$ cat config.mk
export PLATFORM = sky130hd
export DESIGN_NAME = stage_execute
export DESIGN_NICKNAME = d
export VERILOG_FILES = /design/src/rtl/stage_execute.sv
export SDC_FILE = /design/constraint.sdc
export NUM_CORES = 1
export LEC_CHECK = 0
export CAP_MARGIN = 30
export CORE_ASPECT_RATIO = 1.25
export CORE_MARGIN = 8
export CORE_UTILIZATION = 50
export CTS_BUF_LIST = sky130_fd_sc_hd__clkbuf_4
export DETAILED_ROUTE_END_ITERATION = 10
export PLACE_DENSITY = 0.78
export SLEW_MARGIN = 20
export SYNTH_ARGS = -nofsm -noshare
export SYNTH_HDL_FRONTEND = slang
export SYNTH_SLANG_ARGS = --single-unit
$ cat constraint.sdc
create_clock -name clk -period 5.9 [get_ports clk]
set_clock_uncertainty 0.2 [all_clocks]
set_input_delay 1.18 -clock clk [delete_from_list [all_inputs] [get_ports clk]]
set_output_delay 1.18 -clock clk [all_outputs]
set_load 0.05 [all_outputs]
$ cat src/rtl/stage_execute.sv
// stage_execute: RV32I execute stage with operand forwarding, ALU, branch/jump resolution and the EX/MEM register.
// Define EXECUTE_MUL_EN to add the two-cycle RV32M MUL/MULH/MULHSU/MULHU path on ALU codes 12-15.
module stage_execute (
    input  logic        clk,
    input  logic        rst_n,
    input  logic        decode_valid,
    input  logic        flush,
    input  logic [4:0]  decode_rs1,
    input  logic [4:0]  decode_rs2,
    input  logic [31:0] decode_rs1_data,
    input  logic [31:0] decode_rs2_data,
    input  logic [31:0] decode_imm,
    input  logic [31:0] decode_pc,
    input  logic [31:0] decode_instr_addr_plus,
    input  logic [3:0]  decode_alu_ctrl,
    input  logic        decode_alu_src,
    input  logic        decode_branch,
    input  logic        decode_jal,
    input  logic        decode_jalr,
    input  logic [2:0]  decode_funct3,
    input  logic [4:0]  decode_rd,
    input  logic        decode_regfile_wr_enable,
    input  logic        decode_datamem_wr_enable,
    input  logic [1:0]  decode_result_src,
    input  logic [4:0]  mem_rd,
    input  logic        mem_regfile_wr_enable,
    input  logic [31:0] mem_alu_result,
    input  logic [4:0]  wb_rd,
    input  logic        wb_regfile_wr_enable,
    input  logic [31:0] wb_result,
    output logic [4:0]  execute_rd,
    output logic        execute_regfile_wr_enable,
    output logic        execute_datamem_wr_enable,
    output logic [1:0]  execute_result_src,
    output logic [2:0]  execute_funct3,
    output logic [31:0] execute_alu_result,
    output logic [31:0] execute_wr_datamem_data,
    output logic [31:0] execute_instr_addr_plus,
    output logic        execute_pc_redirect,
    output logic [31:0] execute_pc_target,
    output logic        execute_busy
);
    localparam logic [3:0] ALU_ADD   = 4'd0;
    localparam logic [3:0] ALU_SUB   = 4'd1;
    localparam logic [3:0] ALU_AND   = 4'd2;
    localparam logic [3:0] ALU_OR    = 4'd3;
    localparam logic [3:0] ALU_XOR   = 4'd4;
    localparam logic [3:0] ALU_SLT   = 4'd5;
    localparam logic [3:0] ALU_SLTU  = 4'd6;
    localparam logic [3:0] ALU_SLL   = 4'd7;
    localparam logic [3:0] ALU_SRL   = 4'd8;
    localparam logic [3:0] ALU_SRA   = 4'd9;
    localparam logic [3:0] ALU_PASSB = 4'd10;
    localparam logic [3:0] ALU_PCB   = 4'd11;

    logic [31:0] rs1_fwd, rs2_fwd, op_a, op_b;
    logic [31:0] alu_out, ex_result, pc_target;
    logic        br_taken, redirect_now, squash, bubble, mul_start;

    // Mem stage is younger than writeback, so it wins; x0 never forwards.
    always_comb begin
        rs1_fwd = decode_rs1_data;
        if (decode_rs1 != 5'd0) begin
            if (mem_regfile_wr_enable && mem_rd == decode_rs1)
                rs1_fwd = mem_alu_result;
            else if (wb_regfile_wr_enable && wb_rd == decode_rs1)
                rs1_fwd = wb_result;
        end
        rs2_fwd = decode_rs2_data;
        if (decode_rs2 != 5'd0) begin
            if (mem_regfile_wr_enable && mem_rd == decode_rs2)
                rs2_fwd = mem_alu_result;
            else if (wb_regfile_wr_enable && wb_rd == decode_rs2)
                rs2_fwd = wb_result;
        end
    end

    assign op_a = rs1_fwd;
    assign op_b = decode_alu_src ? decode_imm : rs2_fwd;

    always_comb begin
        alu_out = '0;
        case (decode_alu_ctrl)
            ALU_ADD:   alu_out = op_a + op_b;
            ALU_SUB:   alu_out = op_a - op_b;
            ALU_AND:   alu_out = op_a & op_b;
            ALU_OR:    alu_out = op_a | op_b;
            ALU_XOR:   alu_out = op_a ^ op_b;
            ALU_SLT:   alu_out = {31'd0, $signed(op_a) < $signed(op_b)};
            ALU_SLTU:  alu_out = {31'd0, op_a < op_b};
            ALU_SLL:   alu_out = op_a << op_b[4:0];
            ALU_SRL:   alu_out = op_a >> op_b[4:0];
            ALU_SRA:   alu_out = $unsigned($signed(op_a) >>> op_b[4:0]);
            ALU_PASSB: alu_out = op_b;
            ALU_PCB:   alu_out = decode_pc + op_b;
            default:   alu_out = '0;
        endcase
    end

    always_comb begin
        br_taken = 1'b0;
        case (decode_funct3)
            3'b000:  br_taken = (rs1_fwd == rs2_fwd);
            3'b001:  br_taken = (rs1_fwd != rs2_fwd);
            3'b100:  br_taken = ($signed(rs1_fwd) <  $signed(rs2_fwd));
            3'b101:  br_taken = ($signed(rs1_fwd) >= $signed(rs2_fwd));
            3'b110:  br_taken = (rs1_fwd <  rs2_fwd);
            3'b111:  br_taken = (rs1_fwd >= rs2_fwd);
            default: br_taken = 1'b0;
        endcase
    end

    assign pc_target    = decode_jalr ? ((rs1_fwd + decode_imm) & ~32'd1)
                                      : (decode_pc + decode_imm);
    assign redirect_now = decode_valid &&
                          ((decode_branch && br_taken) || decode_jal || decode_jalr);
    // A redirect in flight means the instruction now in decode is on the wrong path.
    assign squash       = !decode_valid || flush || execute_pc_redirect;
    assign bubble       = squash || mul_start;

`ifdef EXECUTE_MUL_EN
    typedef enum logic {IDLE = 1'b0, MUL_WAIT = 1'b1} state_t;

    state_t      state, state_next;
    logic [31:0] mul_a, mul_b, mul_result;
    logic [1:0]  mul_op;
    logic [32:0] mul_sa, mul_sb;
    logic [63:0] mul_prod;
    logic        is_mul;

    assign is_mul = (decode_alu_ctrl[3:2] == 2'b11);

    always_ff @(posedge clk or negedge rst_n) begin
        if (!rst_n) begin
            state  <= IDLE;
            mul_a  <= '0;
            mul_b  <= '0;
            mul_op <= '0;
        end else begin
            state <= state_next;
            if (mul_start) begin
                mul_a  <= op_a;
                mul_b  <= op_b;
                mul_op <= decode_alu_ctrl[1:0];
            end
        end
    end

    always_comb begin
        state_next = state;
        mul_start  = 1'b0;
        case (state)
            IDLE: begin
                if (is_mul && !squash) begin
                    mul_start  = 1'b1;
                    state_next = MUL_WAIT;
                end
            end
            MUL_WAIT: state_next = IDLE;
            default:  state_next = IDLE;
        endcase
    end

    // 33-bit operands carry the per-op signedness; low 64 bits of the product are exact.
    assign mul_sa     = {(mul_op == 2'b01 || mul_op == 2'b10) && mul_a[31], mul_a};
    assign mul_sb     = {(mul_op == 2'b01) && mul_b[31], mul_b};
    assign mul_prod   = $signed({{31{mul_sa[32]}}, mul_sa}) * $signed({{31{mul_sb[32]}}, mul_sb});
    assign mul_result = (mul_op == 2'b00) ? mul_prod[31:0] : mul_prod[63:32];
    assign ex_result  = (state == MUL_WAIT) ? mul_result : alu_out;
    assign execute_busy = mul_start;
`else
    assign mul_start    = 1'b0;
    assign ex_result    = alu_out;
    assign execute_busy = 1'b0;
`endif

    always_ff @(posedge clk or negedge rst_n) begin
        if (!rst_n) begin
            execute_rd                <= '0;
            execute_regfile_wr_enable <= 1'b0;
            execute_datamem_wr_enable <= 1'b0;
            execute_result_src        <= '0;
            execute_funct3            <= '0;
            execute_alu_result        <= '0;
            execute_wr_datamem_data   <= '0;
            execute_instr_addr_plus   <= '0;
            execute_pc_redirect       <= 1'b0;
            execute_pc_target         <= '0;
        end else if (bubble) begin
            execute_rd                <= '0;
            execute_regfile_wr_enable <= 1'b0;
            execute_datamem_wr_enable <= 1'b0;
            execute_result_src        <= '0;
            execute_funct3            <= '0;
            execute_alu_result        <= '0;
            execute_wr_datamem_data   <= '0;
            execute_instr_addr_plus   <= '0;
            execute_pc_redirect       <= 1'b0;
            execute_pc_target         <= '0;
        end else begin
            execute_rd                <= decode_rd;
            execute_regfile_wr_enable <= decode_regfile_wr_enable;
            execute_datamem_wr_enable <= decode_datamem_wr_enable;
            execute_result_src        <= decode_result_src;
            execute_funct3            <= decode_funct3;
            execute_alu_result        <= ex_result;
            execute_wr_datamem_data   <= rs2_fwd;
            execute_instr_addr_plus   <= decode_instr_addr_plus;
            execute_pc_redirect       <= redirect_now;
            execute_pc_target         <= pc_target;
        end
    end
endmodule
# Word-level counts from Yosys, hierarchy flattened
# Cells that the tools add are included.
# word_totals
memories	0
ram_bits	0
input_bits	270
ff_bits	141
latchBits	0
elab_cells	84
romBits	0
# classes
div	0
eq_ne	22
reduce_logical	15
n_mul	0
bitwise_logic	3
magnitude_cmp	6
addsub	5
muxes	20
n_shift	3
# op_table
cell	count
32-bit 2-to-1 mux	12
32-bit one-hot mux with 12 select lines	1
32-bit adder	4
32-bit < comparator	4
32-bit >= comparator	2
32-bit AND	1
32-bit == test	1
32-bit != test	1
32-bit OR	1
32-bit by 5-bit << shifter with 32-bit output	1
32-bit by 5-bit right shift with 32-bit output	1
32-bit by 5-bit >>> shifter with 32-bit output	1
32-bit subtractor	1
32-bit bitwise XOR	1
5-bit == test	4
4-bit by 3-bit == test with 1-bit output, second input constant	4
4-bit == test, second input constant	4
3-bit == test, second input constant	4
5-bit nonzero test	2
4-bit by 2-bit == test with 1-bit output, second input constant	2
1-bit logical AND	6
1-bit one-hot mux with 6 select lines	1
5-bit 2-to-1 mux	1
4-bit by 1-bit == test with 1-bit output, second input constant	1
8 further kinds	13

# Longest topological paths before layout
# logic_depth
word_depth	12
mapped_depth	26

# Worst setup path before layout
# No wires, ideal clock.
# synth_path
kind	input-to-reg
startpoint	input port mem_rd[1]
endpoint	register execute_alu_result[30]
path_stages	25
setup_ns	0.082
n_path_buf	4
setup_slack_ns	-0.360
arrival_ns	5.978
cell_sequence	xnor2_1 > nand4_1 > or2_1 > buf_6 > a21oi_4 > nor3_1 > a221o_1 > buf_2 > inv_2 > clkbuf_1 > buf_2 > ha_1 > nor2b_1 > o2111a_1 > o311ai_1 > a21oi_1 > a2111o_1 > nand2_1 > a21oi_1 > o41a_1 > a211o_1 > a21oi_1 > mux2i_1 > nand2_1 > a31oi_1
# synth_between
elab_chain_len	8
word_cells_on_any_way	20
cone_classes	3 x add/sub; 2 x eq/ne; 3 x shift; 7 x mux; 3 x bitwise; 2 x reduce/logical
# synth_lines
element	line	source
start, declared	25	input logic [4:0] mem_rd,
5-bit == test	71	if (mem_regfile_wr_enable && mem_rd == decode_rs2)
1-bit logical AND	71	
32-bit 2-to-1 mux	71	
32-bit 2-to-1 mux	70	if (decode_rs2 != 5'd0) begin
32-bit 2-to-1 mux	79	assign op_b = decode_alu_src ? decode_imm : rs2_fwd;
32-bit adder, or another cell as far along	95	ALU_PCB: alu_out = decode_pc + op_b;
32-bit one-hot mux with 12 select lines (*)	83	case (decode_alu_ctrl)
32-bit 2-to-1 mux (*)	189	end else if (bubble) begin
end signal, assigned	206	execute_alu_result <= ex_result;
end, declared	36	output logic [31:0] execute_alu_result,
# Mark *: on every way between the ends. The rest lies on a longest branch, timed or not.

# Worst setup path in the final report
# layout_path
startpoint	input port mem_rd[4]
endpoint	register execute_alu_result[29]
# Same word-level chain as after synthesis.

==> impl_metrics.py <==
metrics = {
    "setup_path": {
        "crit_arrival_ps": 6300,
        "path_delay_family": "compound AO/OA/AOI/OAI gates",
        "cpPeakStageDelay_ps": 490,
        "critPathKind": "in2reg",
        "startpoint_type": "input port",
        "slowest_stage": "clkdlybuf4s50_1",
        "worstPathRequired_ps": 6300,
        "cp_num_buf_inv": 4,
        "critPathMaxFanout": 19,
        "crit_path_end_kind": "flip-flop",
    },
    "outcome": {
        "outcome": "complete, no violations",
    },
    "drt": {
        "dr.first_iter.drc_count": 2844,
        "route.vias.total": 24200,
        "dr.pass1.iters": 6,
        "ant_nets": 0,
        "via_per_inst": 6.45,
        "wl_per_cell_um": 27.5,
        "wl_mm": 103,
        "drc": 0,
    },
    "power": {
        "combPwrFrac": 0.659,
        "intPower_mw": 2.64,
        "power_mw": 5.02,
        "switching_share": 0.475,
        "irDropWorstVdd_uv": 127,
        "clkPwrFrac": 0.135,
        "p_sw_mw": 2.38,
        "pwr-share-seq": 0.206,
        "cellLeakagePower_nw": 12.9,
        "powerDensity_mw_per_mm2": 181,
    },
    "yosys": {
        "yosysUniqueCellTypes": 95,
        "avgSynthCellArea_sq_um": 7.79,
        "synth_cells": 2436,
        "synth_nets": 2931,
        "yosysTopAreaCell": "dfrtp_1",
        "ys_warn_count": 0,
        "postSynth.asyncResetShare": 1.00,
        "ys.flop_type": "dfrtp_1",
        "synth_edf_count": 0,
        "yosysSeqAreaShare": 0.186,
        "yosys.area.top_type_share": 0.186,
        "syn_area_sq_mm": 0.0190,
        "ys_seq_elements": 141,
        "synthTopCellsByArea": "dfrtp_1 (19%), ha_1 (15%), a21oi_1 (6.1%)",
    },
    "placed_design": {
        "portBuffers": 410,
        "gp_congestion": 1.19,
        "dp_slack_ps": -932,
        "place_hpwl_mm": 83.7,
        "dp_cells": 3702,
        "postPlaceCellArea_sq_mm": 0.0270,
    },
    "timing": {
        "finalMaxSlewViolations": 0,
        "slew_headroom": 0.366,
        "tightest_slew_ps": 947,
        "period_needed_ps": 5900,
        "whs_ps": 311,
        "setup_tns_ps": 0,
        "finalHoldViolCount": 0,
        "setup_viol": 0,
        "setup_slack_ps": 0.924,
        "fin_crit_sh": 1.00,
        "timing.fmax_mhz": 170,
    },
    "global_route": {
        "grt_overflow": 0,
        "grt_use_total": 0.440,
        "grt_max_degree": 93,
        "first_global_vias": 23500,
        "antenna_found_initial": 5,
        "grt_pass1_wl_mm": 147,
    },
    "floorplan": {
        "die_width_um": 190,
        "rows": 80,
        "fp.dieArea_sq_mm": 0.0445,
        "core_area_sq_mm": 0.0378,
        "io_pins": 412,
        "fp.dieH_um": 234,
        "initial_core_util": 0.502,
    },
    "finish": {
        "drive_above_1_share": 0.212,
        "synthToLayoutAreaGrowth_pct": 46.5,
        "stdcell_area_sq_mm": 0.0278,
        "finalNetCount": 3742,
        "instances_no_fill": 3757,
        "final_util": 0.735,
    },
    "cts": {
        "cts_sinks": 141,
        "cts-root-buf": "clkbuf_4",
        "path_clk_slew_ps": 220,
        "clk_latency_ps": 670,
        "h-tree-depth": 4,
        "cts_buffers": 17,
        "cts_tree": "done",
        "clockBufferDepth": 2,
    },
    "worst_hold_path": {
        "min_path_type": "in2async",
    },
    "job": {
        "drv_cap": 0,
    },
}
Yosys cell counts, drive strengths merged, types with 5 or more instances:
| cell type | n |
|---|---|
| nor2 | 262 |
| a21oi | 232 |
| ha | 221 |
| nand2 | 161 |
| dfrtp | 141 |
| o21ai | 127 |
| inv | 112 |
| mux2i | 106 |
| clkbuf | 90 |
| o22ai | 82 |
| xnor2 | 82 |
| a21o | 64 |
| o22a | 64 |
| and2 | 59 |
| buf | 47 |
| nor3 | 43 |
| a211oi | 41 |
| a31oi | 41 |
| xor2 | 39 |
| mux2 | 36 |
| nand2b | 32 |
| nand3 | 31 |
| a221oi | 28 |
| o211ai | 27 |
| nor2b | 26 |
| o21bai | 25 |
| o221ai | 25 |
| a22oi | 20 |
| nand4 | 17 |
| o21a | 16 |
| and3 | 13 |
| o31ai | 11 |
| a2bb2oi | 10 |
| or2 | 9 |
| or3 | 8 |
| o2111ai | 7 |
| nor4 | 6 |
| a211o | 5 |
| a311oi | 5 |
cell families after synthesis:
kind of cell,after synthesis,share of synthesized area
buffers and inverters,249,0.0548
flip-flops,141,0.186
AO/OA/AOI/OAI,872,0.308
AND/OR/NAND/NOR,685,0.168
adder cells (fa/ha/maj),225,0.150
XOR/XNOR,121,0.0558
multiplexers,142,0.0774
other,1,0.000198
final cells by class:
type	instances	area, sq um
fillers	2911	10000
multi-input cells	2046	14800
diodes	5	12.5
repair buffers	929	8110
clock inverters	15	148
well taps	492	616
clock buffers	17	128
inverters	112	430
flip-flops and latches	141	3530
sequential cells by signal, summed over array words and instances, names as in the netlist:
| register | flops |
|---|---|
| execute_alu_result | 32 |
| execute_datamem_wr_enable | 1 |
| execute_funct3 | 3 |
| execute_instr_addr_plus | 32 |
| execute_pc_redirect | 1 |
| execute_pc_target | 32 |
| execute_rd | 5 |
| execute_regfile_wr_enable | 1 |
| execute_result_src | 2 |
| execute_wr_datamem_data | 32 |
cells in the final DEF, fill, tap and decap left out, types with 64 or more instances in the layout:
master,netlist,final
clkdlybuf4s50_1,0,391
nor2_1,259,255
a21oi_1,231,218
buf_4,6,510
dfrtp_1,141,141
a21o_1,64,64
o21ai_0,121,117
mux2i_1,106,106
ha_1,221,218
o22ai_1,82,74
inv_1,104,101
xnor2_1,82,81
nand2_1,160,159
repair_timing:
item / 4_1_cts / 5_1_grt
setup endpoints to repair: 4 / 34
gates resized for setup: 8 / 78
endpoints found under the hold margin: 0 / 0
buffers inserted: 0 / 16
pin swaps: 1 / 42
hold buffers: 0 / 0
power groups by stage:
stage                     clock [mW]  combinational (mW)  sequential [mW]
after floorplan                    0                1.51             1.24
after global placement             0                3.05             1.05
after detailed placement           0                3.10             1.05
after CTS                      0.672                3.13             1.03
after global routing           0.710                3.48             1.04
final                          0.677                3.31             1.03
metal layers:
metal,wire (um),vias to the layer above,GRT usage
li1,-,10600,-
met1,36300,11300,0.496
met2,45600,1834,0.703
met3,11700,474,0.109
met4,9820,0,0.356
met5,0,-,0
final timing paths:
| kind | cells after the start | slack, ps | endpoint | start |
|---|---|---|---|---|
| worst max-delay path | 25 | 0.9 | execute_alu_result[29] | mem_rd[4] |
| min in group clk | 2 | 510 | execute_instr_addr_plus[23] | execute_pc_redirect |
| worst max register to register | 8 | 3430 | execute_alu_result[16] | execute_pc_redirect |
| max in group asynchronous | 2 | 3840 | execute_wr_datamem_data[28] | rst_n |
| worst min register to register | 2 | 510 | execute_instr_addr_plus[23] | execute_pc_redirect |
| worst min-delay path | 1 | 310 | execute_alu_result[0] | rst_n |
No activity file was read; power rests on OpenSTA's default activity.
